### config.mk
export PLATFORM = sky130hd
export DESIGN_NAME = victim_cache_control
export DESIGN_NICKNAME = d
export VERILOG_FILES = /design/src/rtl/victim_cache_control_pkg.sv /design/src/rtl/victim_cache_control_sat_counter.sv /design/src/rtl/victim_cache_control.sv
export SDC_FILE = /design/constraint.sdc
export NUM_CORES = 1
export LEC_CHECK = 0
export CAP_MARGIN = 20
export CORE_MARGIN = 1.5
export CORE_UTILIZATION = 33
export CTS_CLUSTER_DIAMETER = 40
export DETAILED_ROUTE_END_ITERATION = 10
export PLACE_DENSITY_LB_ADDON = 0.2
export SETUP_SLACK_MARGIN = 0.1
export SLEW_MARGIN = 5
export SYNTH_ARGS = -nofsm -noshare
export SYNTH_HDL_FRONTEND = slang
export SYNTH_SLANG_ARGS = --single-unit
### constraint.sdc
create_clock -name clk -period 2.1 [get_ports clk]
set_input_delay 0.42 -clock clk [delete_from_list [all_inputs] [get_ports clk]]
set_output_delay 0.42 -clock clk [all_outputs]
set_load 0.01 [all_outputs]
### src/rtl/victim_cache_control_pkg.sv
`default_nettype none
// ============================================================================
// Package     : lc3b_types
// Description : Shared types and constants for the victim cache controller.
//               victim_ctrl_state_t - controller FSM state encoding
//               VICTIM_CNT_W        - default performance counter width
// Revision    : 1.0 - initial release
// ============================================================================
package lc3b_types;

  localparam int VICTIM_CNT_W = 16;

  typedef enum logic [2:0] {
    IDLE   = 3'd0,
    HIT    = 3'd1,
    FETCH  = 3'd2,
    WB     = 3'd3,
    VWRITE = 3'd4,
    DONE   = 3'd5
  } victim_ctrl_state_t;

endpackage
`default_nettype wire

### src/rtl/victim_cache_control_sat_counter.sv
`default_nettype none
// ============================================================================
// Module      : sat_counter
// Description : Up-counter that sticks at all-ones. Synchronous clear wins
//               over increment in the same cycle.
// Ports       : clk   - clock
//               rst_n - asynchronous active-low reset (count -> 0)
//               clr   - synchronous clear
//               inc   - increment enable
//               count - current count value [W-1:0]
// Revision    : 1.0 - initial release
// ============================================================================
module sat_counter #(
  parameter int W = 16
) (
  input  logic         clk,
  input  logic         rst_n,
  input  logic         clr,
  input  logic         inc,
  output logic [W-1:0] count
);

  always_ff @(posedge clk or negedge rst_n) begin
    if (!rst_n) begin
      count <= '0;
    end else if (clr) begin
      count <= '0;
    end else if (inc && (count != {W{1'b1}})) begin
      count <= count + W'(1);
    end
  end

endmodule
`default_nettype wire

### src/rtl/victim_cache_control.sv
`default_nettype none
// ============================================================================
// Module      : victim_cache_control
// Description : Control FSM sequencing the victim cache datapath between the
//               L2 cache and physical memory. Serves L2 evictions (with a
//               writeback of any valid occupant first) and L2 read lookups
//               (hit from the buffer, miss forwarded to memory). Keeps
//               saturating hit / miss / writeback counters.
// Ports       : clk, rst_n            - clock, async active-low reset
//               v_read, v_write       - L2 requests (held until v_resp)
//               v_resp                - completion pulse to L2
//               read_hit, valid       - datapath status
//               victim_write, load_plru, load_plru_sel, address_sel
//                                     - datapath strobes
//               p_read, p_write, p_resp - physical memory handshake
//               clr_counts            - synchronous counter clear
//               hit_count, miss_count, wb_count - performance counters
// Revision    : 1.0 - initial release
// ============================================================================
module victim_cache_control
  import lc3b_types::*;
#(
  parameter int CNT_W = VICTIM_CNT_W
) (
  input  logic             clk,
  input  logic             rst_n,
  input  logic             v_read,
  input  logic             v_write,
  output logic             v_resp,
  input  logic             read_hit,
  input  logic             valid,
  output logic             victim_write,
  output logic             load_plru,
  output logic             load_plru_sel,
  output logic             address_sel,
  output logic             p_read,
  output logic             p_write,
  input  logic             p_resp,
  input  logic             clr_counts,
  output logic [CNT_W-1:0] hit_count,
  output logic [CNT_W-1:0] miss_count,
  output logic [CNT_W-1:0] wb_count
);

  victim_ctrl_state_t r_state;
  victim_ctrl_state_t w_next_state;

  logic w_hit_inc;
  logic w_miss_inc;
  logic w_wb_inc;

  // State register
  always_ff @(posedge clk or negedge rst_n) begin
    if (!rst_n) begin
      r_state <= IDLE;
    end else begin
      r_state <= w_next_state;
    end
  end

  // Next-state and output decode
  always_comb begin
    w_next_state  = r_state;
    v_resp        = 1'b0;
    victim_write  = 1'b0;
    load_plru     = 1'b0;
    load_plru_sel = 1'b0;
    address_sel   = 1'b0;
    p_read        = 1'b0;
    p_write       = 1'b0;
    w_hit_inc     = 1'b0;
    w_miss_inc    = 1'b0;
    w_wb_inc      = 1'b0;

    unique case (r_state)
      IDLE: begin
        // Evictions take precedence over reads
        if (v_write) begin
          w_next_state = valid ? WB : VWRITE;
        end else if (v_read) begin
          w_next_state = read_hit ? HIT : FETCH;
        end
      end

      HIT: begin
        v_resp        = 1'b1;
        load_plru     = 1'b1;
        load_plru_sel = 1'b1;
        w_hit_inc     = 1'b1;
        w_next_state  = DONE;
      end

      FETCH: begin
        p_read = 1'b1;
        // Memory data passes straight through to L2, so completion is
        // reported in the same cycle memory responds.
        if (p_resp) begin
          v_resp       = 1'b1;
          w_miss_inc   = 1'b1;
          w_next_state = DONE;
        end
      end

      WB: begin
        p_write     = 1'b1;
        address_sel = 1'b1;
        if (p_resp) begin
          w_wb_inc     = 1'b1;
          w_next_state = VWRITE;
        end
      end

      VWRITE: begin
        victim_write  = 1'b1;
        load_plru     = 1'b1;
        load_plru_sel = 1'b0;
        v_resp        = 1'b1;
        w_next_state  = DONE;
      end

      DONE: begin
        // Idle turnaround so a request still held by L2 is not re-accepted
        w_next_state = IDLE;
      end

      default: begin
        w_next_state = IDLE;
      end
    endcase
  end

  sat_counter #(.W(CNT_W)) u_hit_cnt (
    .clk   (clk),
    .rst_n (rst_n),
    .clr   (clr_counts),
    .inc   (w_hit_inc),
    .count (hit_count)
  );

  sat_counter #(.W(CNT_W)) u_miss_cnt (
    .clk   (clk),
    .rst_n (rst_n),
    .clr   (clr_counts),
    .inc   (w_miss_inc),
    .count (miss_count)
  );

  sat_counter #(.W(CNT_W)) u_wb_cnt (
    .clk   (clk),
    .rst_n (rst_n),
    .clr   (clr_counts),
    .inc   (w_wb_inc),
    .count (wb_count)
  );

endmodule
`default_nettype wire
==> flow_summary_export.csv <==
group,metric,value,unit
run_status,outcome,"complete, no violations",
floorplanning,die-area,0.00962,mm^2
floorplanning,start_util,34.2,%
synth,ys_seq_area_share,42.8,%
layout,nNetsFinal,437,
setup_path,path_max_fanout,6,
timing,finalSetupViolCount,0,
hold_path,hp-class,"in -> async",
flow_run,maxCapViolations,0,
pwr,p_per_area,559,mW/mm^2
synth,ys_types,48,
global_route,grt_pass1_vias,2796,
setup_path,crit_arrival,1520,ps
route,drt_iter0_markers,117,
pwr,p_sw_share,29.4,%
timing,rsz0062_at_grt,"yes",
synth,yosys-top-cells-area,"dfrtp_1, a21oi_1, o31ai_1",
timing,fin_crit,1940,ps
route,wirelength,7.83,mm
setup_path,cp-start-kind,"register",
placed_design,io_buffer_count,62,
global_route,grt_pass1_wl,13.4,mm
setup_path,crit_chain,"and4bb_2, or3_1, buf_2",
pwr,ir_drop,0.000671,V
layout,multi_input_area,0.00161,mm^2
clocking,ctsHoldBuffers,0,
placed_design,gp_congestion,0.836,
clocking,cts.sinks,51,
global_route,use_met3,2.86,%
timing,holdWs,98.0,ps
global_route,use_met2,26.9,%
timing,slew_headroom,61.5,%
synth,syn_avg_cell_area,8.98,um^2
timing,finalMaxSlewViolations,0,
synth,synth_edf_count,0,
floorplanning,io_pins,63,
synth,synth_top_area_share,42.8,%
synth,ys_ff_latch,51,
floorplanning,die_y,98.1,um
layout,instances_no_fill,535,
pwr,p_sw,0.673,mW
layout,drive_above_1_share,15.9,%
global_route,grt_use_met1,23.5,%
clocking,root_buffer,"clkbuf_8",
timing,hold_viol_final,0,
clocking,cts_buffers,5,
layout,num_antenna_cells,0,
synth,syn_inst,332,
pwr,p_comb_share,27.9,%
timing,fmax,515,MHz
clocking,cts_tree,"built",
global_route,grt_max_degree,52,
setup_path,path_class,"reg -> out",
route,drt_pass1_iterations,5,
floorplanning,die_x,98.1,um
pwr,p_leak,1.58,nW
global_route,grt_busiest_layer,"met2",
synth,synth_most_common_cell,"dfrtp_1",
route,route.detailed.drc,0,
clocking,clk_pin_slew,90,ps
synth,synth_fp_nets,343,
placed_design,hpwl,5.59,mm
pwr,clock_power_share,24.3,%
setup_path,cp_slowest_cell,"dfrtp_2",
global_route,gr-total-overflow,0,
layout,fillers,851,
pwr,intPower,1.62,mW
clocking,clk_latency,300,ps
floorplanning,placementRows,34,
timing,worst_slew_pin_slew,572,ps
clocking,htreeDepth,2,
timing,layout_worst_path_cycle_share,92.5,%
setup_path,worstPathRequired,1680,ps
timing,clock_skew,9.52,ps
global_route,grt_antenna_before_repair,0,
pwr,p_total,2.29,mW
clocking,cts.path.max_buffers,2,
synth,yosysTopAreaCell,"dfrtp_1",
setup_path,cpPeakStageDelay,460,ps
synth,synth_area,0.00298,mm^2
setup_path,end_kind,"output pin",
route,via_count,3002,
pwr,sequentialPowerShare,47.8,%
global_route,grt_usage,16.7,%
synth,synth_common_cells,"dfrtp_1, a21oi_1, nand2_1",
synth,synthArstFlopShare,100,%
layout,area_growth,37.3,%
floorplanning,coreArea,0.00872,mm^2
route,wire_per_inst,14.6,um
layout,register_area,0.00128,mm^2
setup_path,r2r_slack,180,ps
synth,yosysWarnings,0,
route,vias_per_cell,5.61,
route,ant_nets,0,
placed_design,dp.cells,523,
synth,synth_ff_type,"dfrtp_1",
[stage by stage]
step	worst slack, ps	utilization, %	area (um^2)	setup TNS [ps]
after global routing	75.9	47.0	4100	0
after detailed placement	-191	45.6	3970	-2610
after global placement	-201	45.6	3970	-2190
after CTS	-95.8	46.4	4050	-95.8
after floorplan	140	-	2980	0
final	158	47.0	4100	0
[state kept, by name (all words and copies together), names as in the netlist]
| signal | cells |
|---|---|
| u_wb_cnt.count | 16 |
| u_miss_cnt.count | 16 |
| u_hit_cnt.count | 16 |
| r_state | 3 |
[per-layer routing]
metal / vias up / wire length, um
li1: 1484 / -
met1: 1443 / 3820
met2: 69 / 3620
met3: 6 / 302
met4: 0 / 82
met5: - / 0
[kinds of logic (layout without fill, tap and decap cells)]
logic type | Yosys count | in the layout | share of synthesized area, %
mux | 4 | 4 | 1.43
buf+inv | 26 | 121 | 3.73
compound gates | 91 | 91 | 19.3
fa+ha+maj | 3 | 3 | 1.26
simple gates | 156 | 156 | 31.3
flops | 51 | 51 | 42.8
xor+xnor | 1 | 1 | 0.294
[worst paths after layout]
kind / from / cells past startpoint / end
setup / recovery: r_state[1]$_DFFE_PN0P_ / 3 / v_resp
hold / removal: rst_n / 2 / u_wb_cnt.count[14]$_DFFE_PN0P_
setup reg to reg: r_state[1]$_DFFE_PN0P_ / 7 / u_hit_cnt.count[9]$_DFFE_PN0P_
hold reg to reg: u_hit_cnt.count[5]$_DFFE_PN0P_ / 1 / u_hit_cnt.count[5]$_DFFE_PN0P_
max in group asynchronous: rst_n / 2 / r_state[2]$_DFFE_PN0P_
min in group clk: u_hit_cnt.count[5]$_DFFE_PN0P_ / 1 / u_hit_cnt.count[5]$_DFFE_PN0P_
[placed cells by master, fill, tap and decap left out, types with 4 or more instances in the layout]
master,count
clkbuf_8,5
and3_1,6
o21ai_0,16
or3_1,15
nor4_1,6
nand4_1,15
and2_1,4
nor3_1,5
a21oi_1,35
o311ai_0,4
o41ai_1,6
dlygate4sd2_1,5
nor2_1,14
nand3_1,18
clkdlybuf4s50_1,53
dfrtp_1,48
o31ai_1,19
and4_1,5
nor2b_1,5
buf_4,39
nand2_1,28
or4_1,18
inv_1,9
[final cells by class]
type | count | share of cell area, %
clock inverter | 1 | 0.122
timing repair buffer | 104 | 23.3
inverter | 9 | 0.825
sequential | 51 | 31.2
tap | 108 | 3.30
multi-input combinational | 255 | 39.4
clock buffer | 7 | 1.86
[power by group through the flow]
stage                     Clock (mW)  Sequential, mW  Combinational (mW)
after floorplan                    0            1.07               0.339
after global placement             0            1.11               0.643
after detailed placement           0            1.11               0.647
after CTS                      0.582            1.10               0.615
after global routing           0.619            1.11               0.702
final                          0.557            1.09               0.639
[critical path: cells and delay by family, from the launching register on]
kind                   cells  cell delay (ps)
flip-flops                 1              460
AND/OR/NAND/NOR            2              620
buffers and inverters      1              150
[repair_timing]
item | in CTS | in global routing
buffers inserted | 0 | 4
endpoints found under the setup margin | 7 | 12
gates resized for setup | 11 | 8
pin swaps | 1 | 3
No activity file was read; power rests on OpenSTA's default activity.
==> variant 1: new RTL, same settings <==
Re-encode `victim_ctrl_state_t` (6 states) as one-hot, 6 bits wide.
--- a/src/rtl/victim_cache_control_pkg.sv
+++ b/src/rtl/victim_cache_control_pkg.sv
@@ -10,13 +10,13 @@
 
   localparam int VICTIM_CNT_W = 16;
 
-  typedef enum logic [2:0] {
-    IDLE   = 3'd0,
-    HIT    = 3'd1,
-    FETCH  = 3'd2,
-    WB     = 3'd3,
-    VWRITE = 3'd4,
-    DONE   = 3'd5
+  typedef enum logic [5:0] {
+    IDLE   = 6'b000001,
+    HIT    = 6'b000010,
+    FETCH  = 6'b000100,
+    WB     = 6'b001000,
+    VWRITE = 6'b010000,
+    DONE   = 6'b100000
   } victim_ctrl_state_t;
 
 endpackage
Function: no difference found for any inputs over 10 cycles, from zero or initial values and one cycle with rst_n low; not proved beyond that.
==> variant 1 against the original RTL <==
  * The flow now finishes with violations (negative setup slack)
  * Worst setup slack got worse by 0.30 ns
  * Utilization grew 5.1 points
  * Area after synthesis fell by 0.34%
  * Design area up 11%
  * Sequential cell count is 3 higher
  * Global-route usage down 0.62 points
  * Wire length fell by 1.8%
  * Total power increased by 2.3%
==> variant 1: results (changes against the original RTL) <==
outcome:
  status: "finished with violations"
  violations: "negative setup slack"
routing:
  dr.pass1.iters: 4  # -1
  finalWirelength_um: 7686  # -1.8%
  avgViaCountPerCell: 5.114  # -8.9%
  routedWlPerCell_um: 14.84  # +1.4%
  drtIter0Drc: 54  # -54%
synthesis:
  synthAdderAreaFrac_pct: 1.263  # +0.0042 points
  synth_xor_area_share_pct: 10.90  # +11 points
  syn_nets: 321  # -6.4%
  ys_top_cells_by_count: "dfrtp_1, nor2_1, xnor2_1"
  synth_compound_area_share_pct: 5.429  # -14 points
setup_path:
  slowest_delay_ns: 0.53  # +0.07 ns
  r2r-start: "r_state[5]"
  arrival_ns: 2.43  # +0.91 ns
  ff2ff_setup_slack_ns: -0.14  # -0.32 ns
  path_max_fanout: 7  # +1
place:
  place_congestion: 0.8385  # +0.29%
  dpl.hpwl_um: 5035  # -9.9%
  place_ws_ns: -0.3484  # -0.1570 ns
  place_area_um2: 3909  # -1.6%
  dp_cells: 497  # -5.0%
sta:
  setup_slack_ns: -0.1432  # -0.3009 ns
  hold_slack_ns: 0.09730  # -0.0007128 ns
  setup_violations: 21  # +21
  fin_tns_setup_ns: -1.940  # -1.940 ns
  worstMarginPinSlew_ns: 0.5463  # -0.02622 ns
clock_tree:
  cts_setup_buffers: 4  # +4
  cts_resized: 80  # +69
global_route:
  track_usage_pct: 16.07  # -0.62 points
  grt_max_degree: 55  # +5.8%
finish:
  fin_util_pct: 52.08  # +5.1 points
  fill_cells: 790  # -7.2%
  drive_above_1_share_pct: 26.59  # +11 points
  nNetsFinal: 420  # -3.9%
power:
  ir_drop_v: 0.0002796  # -58%
## variant 1: cell count changes after synthesis, sizes merged, moves of 12 or more
cell   delta
o31ai    -18
a21oi    -27
nor4     +12
xnor2    +32
nor2     +32
or4      -19
## variant 1: layout make-up
class / count / area share (%)
clock inverters: 1 / 0.1102
repair buffers: 105 / 22.87
clock buffers: 7 / 1.901
inverters: 7 / 0.5785
flip-flops and latches: 54 / 29.78
well taps: 108 / 2.975
multi-input cells: 236 / 41.79
## variant 1: per-layer routing
layer,GRT usage (%),vias up,part of all wire [%]
li1,-,1310,-
met2,27.27,62,49
met5,0,-,0
met3,3.794,8,5.4
met1,20.41,1269,45
met4,4.615,0,1.2
## variant 1: where the power goes
group | switching, W | leakage, nW | internal [W]
Combinational | 0.000299 | 0.925 | 0.000328
Clock | 0.000340 | 0.0482 | 0.000267
Sequential | 0.0000296 | 0.750 | 0.00108
Total | 0.000668 | 1.72 | 0.00167
==> variant 2: new RTL, config.mk and constraints unchanged <==
Made on the original files. The package constant `VICTIM_CNT_W` goes from 16 to 32.
--- a/src/rtl/victim_cache_control_pkg.sv
+++ b/src/rtl/victim_cache_control_pkg.sv
@@ -8,7 +8,7 @@
 // ============================================================================
 package lc3b_types;
 
-  localparam int VICTIM_CNT_W = 16;
+  localparam int VICTIM_CNT_W = 32;
 
   typedef enum logic [2:0] {
     IDLE   = 3'd0,
Interface: changed (resized hit_count, miss_count and wb_count); port bits go from 63 to 111. No check against the original RTL was run, so the function may have changed too.
==> variant 2 against the original RTL <==
  * The run now ends with negative setup slack left
  * Total power rose by 130%
  * Sequential cell count rose by 48
  * Sequential share of layout area fell by 4.6 points
  * Wire length rose by 140%
  * Critical path depth rose by 5
  * Design area rose by 130%
  * Worst hold slack got worse by 0.089 ns
  * Area after synthesis rose by 94%
  * Clock skew rose by 0.0048 ns
  * Via count rose by 100%
  * Worst setup slack got worse by 0.17 ns
  * Critical path type is now flop to flop
  * Highest routed layer unchanged
==> variant 2: results (changes against the original RTL) <==
sta:
  hold_slack_ns: 0.008679  # -0.08934 ns
  setup_slack_ns: -0.01073  # -0.1684 ns
  setup_violations: 2  # +2
  skew_ns: 0.01431  # +0.004781 ns
finish:
  nNetsFinal: 890  # +100%
  drive_above_1_share_pct: 36.65  # +21 points
clock_tree:
  path_clk_slew_ns: 0.07  # -0.02 ns
  cts_buffers: 9  # +4
  cts_root_buf: "clkbuf_16"
place:
  dpl.hpwl_um: 12370  # +120%
  place_congestion: 0.7890  # -5.6%
  numPortBuffers: 110  # +77%
outcome:
  violations: "negative setup slack"
  status: "finished with violations"
synthesis:
  ys_top_cells_by_count: "dfrtp_1, a21oi_1, nand2_1"
  synth_area_leaders: "dfrtp_1, a21oi_1, or3_1, o21ai_0, nand2_1"
  synthAdderAreaFrac_pct: 0.6491  # -0.61 points
  synthMuxAreaShare_pct: 1.990  # +0.56 points
  syn_nets: 643  # +87%
setup_path:
  ff2ff_setup_slack_ns: -0.01  # -0.19 ns
routing:
  avgViaCountPerCell: 5.492  # -2.1%
  dr.pass1.iters: 4  # -1
  drtIter0Drc: 335  # +190%
global_route:
  grt_max_degree: 38  # -27%
  grt_pass1_wl_um: 30200  # +130%
  track_usage_pct: 20.45  # +3.8 points
power:
  ir_drop_v: 0.0004816  # -28%
  p_int_w: 0.003793  # +130%
variant 2: changes by cell type after synthesis, moves of 20 or more:
cell / change
or3_1: +29
nor2_1: +32
a21oi_1: +25
dfrtp_1: +48
nand2_1: +20
o21ai_0: +24
variant 2: power by group through the flow:
| stage | registers, W | logic [W] | clock network [W] |
|---|---|---|---|
| finish | 0.00199 | 0.00123 | 0.00195 |
| global route | 0.00200 | 0.00130 | 0.00208 |
| CTS | 0.00199 | 0.00120 | 0.00201 |
| detailed placement | 0.00203 | 0.000937 | 0 |
| global placement | 0.00202 | 0.000917 | 0 |
| floorplan | 0.00205 | 0.000419 | 0 |
variant 2: stage by stage:
| stage | cell area (um^2) | setup TNS (ns) | std cells |
|---|---|---|---|
| final | 9329 | -0.01379 | 1109 |
| after global routing | 9329 | -0.4447 | 1109 |
| after CTS | 8777 | 0 | 1090 |
| after detailed placement | 7943 | -15.87 | 1048 |
| after global placement | 7943 | -14.55 | 1048 |
| after floorplan | 5821 | 0 | 632 |
variant 2: area by class of cell:
| class | count | area [um^2] |
|---|---|---|
| Fill cell | 1469 | 7908 |
| Tap cell | 225 | 281.5 |
| Inverter | 9 | 36.28 |
| Clock inverter | 4 | 98.84 |
| Sequential cell | 99 | 2487 |
| Timing Repair Buffer | 268 | 2440 |
| Clock buffer | 12 | 246.5 |
| Multi-Input combinational cell | 492 | 3739 |
variant 2: per-layer routing:
layer  global-route usage [%]  up-vias  share of wire [%]
met2                    34.75      155                 49
li1                         -     2886                  -
met3                    5.163       28                5.1
met5                        0        -                  0
met4                    6.153        0                1.4
met1                    25.57     3022                 44
variant 2: timing repair:
action	4_1_cts	5_1_grt
hold buffers	0	0
cloned	5	0
resized for setup	75	116
hold endpoints to repair	0	0
buffers inserted	21	21
pin swaps	37	52
setup endpoints to repair	59	85
